[src/rtl/shift_arbiter.sv]
// Round-robin arbiter sharing one address-rotate stage among four ports.
// Four-phase req/ack on both sides; all outputs registered.
module shift_arbiter #(
  parameter int WIDTH = 11
) (
  input  logic               clk,
  input  logic               reset,
  input  logic [3:0]         in_req,
  input  logic [4*WIDTH-1:0] in_data,
  output logic [3:0]         in_ack,
  output logic               out_req,
  output logic [WIDTH-1:0]   out_data,
  input  logic               out_ack,
  output logic [3:0]         grant,
  output logic               busy,
  output logic [7:0]         pkt_count
);

  localparam logic [1:0] IDLE = 2'd0;
  localparam logic [1:0] SEND = 2'd1;
  localparam logic [1:0] RETN = 2'd2;

  logic [1:0]       state_q, state_d;
  logic [3:0]       grant_q, grant_d;
  logic [3:0]       in_ack_q, in_ack_d;
  logic             out_req_q, out_req_d;
  logic [WIDTH-1:0] out_data_q, out_data_d;
  logic [1:0]       last_q, last_d;
  logic [7:0]       pkt_count_q, pkt_count_d;

  logic       win_hit;
  logic [1:0] win_idx;
  logic [1:0] cand;
  logic [1:0] g_idx;

  // Scan last+1, last+2, ... so the most recently served port goes last
  always_comb begin
    win_hit = 1'b0;
    win_idx = 2'd0;
    cand    = 2'd0;
    for (int k = 1; k <= 4; k++) begin
      cand = last_q + 2'(k);
      if (!win_hit && in_req[cand]) begin
        win_hit = 1'b1;
        win_idx = cand;
      end
    end
  end

  always_comb begin
    g_idx = 2'd0;
    unique case (1'b1)
      grant_q[0]: g_idx = 2'd0;
      grant_q[1]: g_idx = 2'd1;
      grant_q[2]: g_idx = 2'd2;
      grant_q[3]: g_idx = 2'd3;
      default:    g_idx = 2'd0;
    endcase
  end

  always_comb begin
    state_d     = state_q;
    grant_d     = grant_q;
    in_ack_d    = in_ack_q;
    out_req_d   = out_req_q;
    out_data_d  = out_data_q;
    last_d      = last_q;
    pkt_count_d = pkt_count_q;
    unique case (state_q)
      IDLE: begin
        if (win_hit) begin
          grant_d    = 4'b0001 << win_idx;
          out_data_d = in_data[win_idx*WIDTH +: WIDTH];
          out_req_d  = 1'b1;
          state_d    = SEND;
        end
      end
      SEND: begin
        if (out_ack) begin
          out_req_d = 1'b0;
          in_ack_d  = grant_q;
          state_d   = RETN;
        end
      end
      RETN: begin
        if (!out_ack && ((in_req & grant_q) == 4'b0000)) begin
          in_ack_d    = 4'b0000;
          grant_d     = 4'b0000;
          last_d      = g_idx;
          pkt_count_d = pkt_count_q + 8'd1;
          state_d     = IDLE;
        end
      end
      default: state_d = IDLE;
    endcase
  end

  always_ff @(posedge clk) begin
    if (reset) begin
      state_q     <= IDLE;
      grant_q     <= 4'b0000;
      in_ack_q    <= 4'b0000;
      out_req_q   <= 1'b0;
      out_data_q  <= '0;
      last_q      <= 2'd3;
      pkt_count_q <= 8'd0;
    end else begin
      state_q     <= state_d;
      grant_q     <= grant_d;
      in_ack_q    <= in_ack_d;
      out_req_q   <= out_req_d;
      out_data_q  <= out_data_d;
      last_q      <= last_d;
      pkt_count_q <= pkt_count_d;
    end
  end

  assign in_ack    = in_ack_q;
  assign out_req   = out_req_q;
  assign out_data  = out_data_q;
  assign grant     = grant_q;
  assign busy      = (state_q != IDLE);
  assign pkt_count = pkt_count_q;

endmodule

[config.mk]
export PLATFORM = sky130hd
export DESIGN_NAME = shift_arbiter
export DESIGN_NICKNAME = d
export VERILOG_FILES = /design/src/rtl/shift_arbiter.sv
export SDC_FILE = /design/constraint.sdc
export NUM_CORES = 1
export LEC_CHECK = 0
export ABC_CLOCK_PERIOD_IN_PS = 1500
export CAP_MARGIN = 20
export CORE_AREA = 2 2 59 83
export DETAILED_ROUTE_END_ITERATION = 10
export DIE_AREA = 0 0 61 85
export PLACE_DENSITY = 0.73
export SLEW_MARGIN = 30
export SYNTH_ARGS = -nofsm -noshare
export SYNTH_HDL_FRONTEND = slang
export SYNTH_SLANG_ARGS = --single-unit
[constraint.sdc]
create_clock -name clk -period 1.5 [get_ports clk]
set_input_delay 0.15 -clock clk [delete_from_list [all_inputs] [get_ports clk]]
set_output_delay 0.15 -clock clk [all_outputs]
set_load 0.01 [all_outputs]
# Word-level counts from Yosys, hierarchy flattened
# Cells that the tools add are included.
# Widths: inputs -> output; s select.
classes:
  n_mul: 1
  shift: 2
  reduce_logical: 20
  n_addsub: 4
  n_mux: 29
  n_lt_le_gt_ge: 4
  n_bitwise: 1
  n_eq_ne: 5
op_table:
  columns: ["operator", "count"]
  rows:
  - ["$shiftx 44x7->11", 1]
  - ["$pmux 4 s2", 2]
  - ["$mux 2", 7]
  - ["$lt 2x3->1 const B", 4]
  - ["$mux 4", 3]
  - ["$pmux 2 s3", 2]
  - ["$reduce_and 3->1", 4]
  - ["$mux 1", 10]
  - ["$add 8x1->8 const B", 1]
  - ["$bmux 1 s2", 4]
  - ["$reduce_bool 2->1", 4]
  - ["$mul 2x4->6 const B", 1]
  - ["$ne 2x2->1 const B", 3]
  - ["$add 2x2->2 const B", 2]
  - ["$and 4x4->4", 1]
  - ["$logic_and 1x1->1", 4]
  - ["$logic_not 1->1", 4]
  - ["$logic_not 4->1", 1]
  - ["$reduce_and 2->1", 2]
  - ["$shl 1x2->4 const A", 1]
  - ["$add 2x1->2 const B", 1]
  - ["$eq 2x1->1 const B", 1]
  - ["$eq 2x2->1 const B", 1]
  - ["$logic_not 2->1", 1]
  - ["$pmux 1 s2", 1]
totals:
  ff_bits: 32
  inputBits: 51
  word_cells: 73
  output_inout_bits: 29

# Depth between registers and ports, before layout
depth:
  word_depth: 16
  depth_mapped: 7
  mapped_depth_nobuf: 5

# Worst setup path before layout
# OpenSTA, ideal clock, no wires.
synth_path:
  kind: "register to register"
  start: "register last_q[1]"
  end: "register out_data_q[0], in the netlist out_data[0]"
  path_stages_with_launch: 7
  synth_period_minus_slack_ns: 1.587
  t_required_ns: 1.358
  setup_slack_ns: -0.087
  setup_ns: 0.142
  arrival_time_ns: 1.445
  path_buffers: 2
  path_cell_list: "dfxtp_1 buf_2 nor2b_1 o31a_1 buf_2 a222oi_1 a311oi_1"
synth_via:
  elab_chain_cells: 15
  word_cells_on_any_way: 28
  classes_between: "add/sub (3); mul (1); shift (1); mux (16); reduce/logical (7)"
synth_rtl:
  columns: ["element", "line", "source"]
  rows:
  - ["from (decl)", "28", "logic [1:0] last_q, last_d;"]
  - ["from (signal assigned)", "113", "last_q <= last_d;"]
  - ["$add 2x1->2", "42", "cand = last_q + 2'(k);"]
  - ["$bmux 1 s2", "43", "if (!win_hit && in_req[cand]) begin"]
  - ["$mux 1 (not written as such)", "43", null]
  - ["$mux 1", "43", null]
  - ["$logic_not 1->1", "43", null]
  - ["$logic_and 1x1->1", "43", null]
  - ["$mux 1", "43", null]
  - ["$logic_not 1->1", "43", null]
  - ["$logic_and 1x1->1", "43", null]
  - ["$mux 1", "43", null]
  - ["$logic_not 1->1", "43", null]
  - ["$logic_and 1x1->1", "43", null]
  - ["$mux 2", "43", null]
  - ["$mul 2x4->6", "73", "out_data_d = in_data[win_idx*WIDTH +: WIDTH];"]
  - ["$shiftx 44x7->11", "73", null]
  - ["to (signal assigned)", "112", "out_data_q <= out_data_d;"]
  - ["to (decl)", "27", "logic [WIDTH-1:0] out_data_q, out_data_d;"]
# Several ways; a longest one is shown, not always the timed one. The select of a mux whose other input is x is not followed.
# A chain may end at the register's enable or synchronous reset.

# Final worst setup path
layout_path:
  start: "register last_q[0]"
  end: "register out_data_q[9], in the netlist out_data[9]"
# The elaborated chain is that of the path after synthesis.

==> flow_summary.json <==
{
  "multi_input_area_sq_um": 957,
  "drtIter0Drc": 83,
  "fp.dieW_um": 61,
  "yosys_warnings": 0,
  "io-pin-count": 80,
  "cap_violations": 0,
  "max_freq_mhz": 613,
  "period_share_pct": 109,
  "drv_slew": 0,
  "cts_tree": "yes",
  "antennaDiodeCount": 0,
  "p_leak_nw": 1.15,
  "grt_overflow": 0,
  "synth_cells": 182,
  "layout.cells.non_filler": 352,
  "fin_skew_ns": 0.00850,
  "grt_usage_pct": 21.5,
  "synth.avg_cell_area_sq_um": 8.33,
  "total_power_w": 0.00220,
  "area_growth_pct": 90.1,
  "cp-start-kind": "register",
  "seq_area_sq_um": 656,
  "drc": 0,
  "p_per_area_nw_per_um2": 762,
  "r2r_start": "last_q[0]",
  "cts_max_level": 2,
  "worstSetupPathType": "register to register",
  "port_buffers": 79,
  "core_area_sq_um": 4460,
  "dieArea_sq_um": 5190,
  "worstHoldPathType": "input pin to register",
  "maxSlewHeadroom_pct": 71.3,
  "rsz0062_at_grt": "yes",
  "drtAntennaViolNets": 0,
  "crit_start": "last_q[0]",
  "viasPerCell": 5.28,
  "cp-end-kind": "register",
  "worst_slack_ns": -0.131,
  "required_ns": 1.65,
  "gp_congestion": 0.754,
  "violations": "setup timing",
  "wirelength_um": 5320,
  "clkTransAtPathRegs_ns": 0.07,
  "finalHoldViolations": 0,
  "vdd_drop_max_v": 0.000546,
  "worst_ep_arrival_time_ns": 1.78,
  "wl_per_cell_um": 15.1,
  "hold_start": "in_data[11]",
  "dp_hpwl_um": 3660,
  "yosysSeqAreaShare_pct": 42.2,
  "grt_pass1_wl_um": 8570,
  "outcome": "complete, but fails checks",
  "drive_above_1_share_pct": 23.4,
  "cts_sinks": 32,
  "grt_pass1_vias": 1905,
  "post-route-util_pct": 64.6,
  "clk_latency_ns": 0.28,
  "rows": 29,
  "finalSetupViolations": 10,
  "rrSetupSlack_ns": -0.13,
  "firstDrtPassIters": 5,
  "setup_tns_ns": -0.379,
  "die_h_um": 85,
  "grt_max_degree": 24,
  "antenna_found_initial": 0,
  "tightest_slew_ns": 0.431,
  "start_util_pct": 34.0,
  "syn-cell-area_sq_um": 1520,
  "cts_buffers": 5,
  "ys_seq_elements": 32,
  "cts.path.max_buffers": 2,
  "dp_cells": 338,
  "min_period_ns": 1.63,
  "dr_total_vias": 1859,
  "cts-root-buf": "clkbuf_8",
  "ys_types": 34,
  "layout.nets": 342,
  "nFillCells": 394,
  "cp_max_fo": 6,
  "synth_nets": 234
}
[metrics by stage]
| stage | hold slack, ns | worst slack, ns | area, sq um |
|---|---|---|---|
| global placement | 0.455 | -0.415 | 2560 |
| finish | 0.440 | -0.131 | 2880 |
| global route | 0.456 | -0.217 | 2880 |
| floorplan | 0.222 | -0.0381 | 1530 |
| CTS | 0.439 | -0.0483 | 2760 |
| detailed placement | 0.461 | -0.484 | 2560 |
[synth_stat cells]
cell | instances | area (sq um)
o211a_1 | 1 | 10.0
xor2_1 | 6 | 52.6
dfxtp_1 | 32 | 641
nand2b_1 | 1 | 6.26
ha_1 | 1 | 12.5
nor3_2 | 1 | 10.0
xnor2_1 | 1 | 8.76
o31a_1 | 1 | 8.76
o21ai_0 | 4 | 20.0
nand3_1 | 5 | 25.0
a222oi_1 | 12 | 120
nor3b_1 | 1 | 7.51
clkbuf_1 | 5 | 18.8
a31o_2 | 1 | 8.76
nand2_1 | 23 | 86.3
and3_1 | 2 | 12.5
dlygate4sd1_1 | 1 | 8.76
nor2_1 | 31 | 116
a211oi_1 | 1 | 7.51
and2b_2 | 1 | 8.76
or2_2 | 1 | 6.26
o21bai_1 | 2 | 15.0
o22ai_1 | 1 | 6.26
nor4_1 | 1 | 6.26
buf_6 | 1 | 11.3
a21oi_1 | 12 | 60.1
a311oi_1 | 11 | 96.3
buf_2 | 4 | 20.0
inv_1 | 3 | 11.3
nand4_1 | 5 | 31.3
and3_2 | 1 | 7.51
a22oi_1 | 3 | 22.5
nor3_1 | 4 | 20.0
nor2b_1 | 2 | 12.5
[where the power goes]
part / switching, W / internal, W / total [W]
combinational: 0.000262 / 0.000374 / 0.000637
sequential: 0.0000424 / 0.000904 / 0.000946
clock: 0.000298 / 0.000315 / 0.000612
[kinds of logic (layout without fill, tap and decap cells)]
kind of cell / after synthesis / in the layout / share of synthesized area [%]
compound gates: 49 / 50 / 24.8
buf+inv: 14 / 120 / 4.62
xor+xnor: 7 / 7 / 4.04
simple gates: 79 / 80 / 23.5
flops: 32 / 32 / 42.2
fa+ha+maj: 1 / 1 / 0.825
[worst max-delay path, stage by stage (launching register included)]
cell	delay, ns
dfxtp_4	0.37
nor2b_4	0.11
nor3_2	0.05
o31a_1	0.38
a222oi_1	0.44
a311oi_2	0.15
[flip-flops by register name (all words and copies together) (netlist names)]
name       cells
grant          4
in_ack         4
last_q         2
out_data      11
out_req        1
pkt_count      8
state_q        2
[area by class of cell]
type                       instances  share of cell area [%]
timing repair buffer             110                    38.3
multi-input combinational        138                    33.2
sequential                        32                    22.7
tap                               62                    2.69
clock buffer                       6                    2.52
inverter                           3                   0.391
clock inverter                     1                   0.174
[path summary, 6_finish.rpt]
check | to | cells past startpoint
worst max-delay path | out_data[9] | 5
worst min-delay path | out_data[0] | 3
worst max register to register | out_data[9] | 5
worst min register to register | in_ack[2] | 2
[cell usage in the layout, fill, tap and decap left out, types with 3 or more instances in the layout]
cell type / netlist / routed
buf_12: 0 / 3
nand2_1: 23 / 22
nor2_1: 31 / 28
a21oi_1: 12 / 11
dlygate4sd2_1: 0 / 6
buf_4: 0 / 19
xor2_1: 6 / 6
dfxtp_4: 0 / 3
nor3_2: 1 / 3
nand3_1: 5 / 5
buf_6: 1 / 8
inv_1: 3 / 3
nand4_1: 5 / 5
dfxtp_1: 32 / 26
a311oi_1: 11 / 8
a222oi_1: 12 / 12
dfxtp_2: 0 / 3
clkbuf_8: 0 / 5
a311oi_2: 0 / 3
clkdlybuf4s50_1: 0 / 72
[what timing repair did]
action / CTS / global route
buffers inserted: 3 / 1
hold buffers: 0 / 0
gates resized for setup: 29 / 23
endpoints found under the setup margin: 26 / 25
gates cloned: 2 / 1
pin swaps: 16 / 10
[metal layers]
| layer | share of wire [%] | routed length, um | GRT usage, % | vias to the layer above |
|---|---|---|---|---|
| li1 | - | - | - | 897 |
| met1 | 36 | 1930 | 22.6 | 866 |
| met2 | 55 | 2950 | 39.8 | 81 |
| met3 | 6.3 | 336 | 6.25 | 15 |
| met4 | 2.0 | 106 | 5.73 | 0 |
| met5 | 0 | 0 | 0 | - |
No activity file was read; power rests on OpenSTA's default activity.
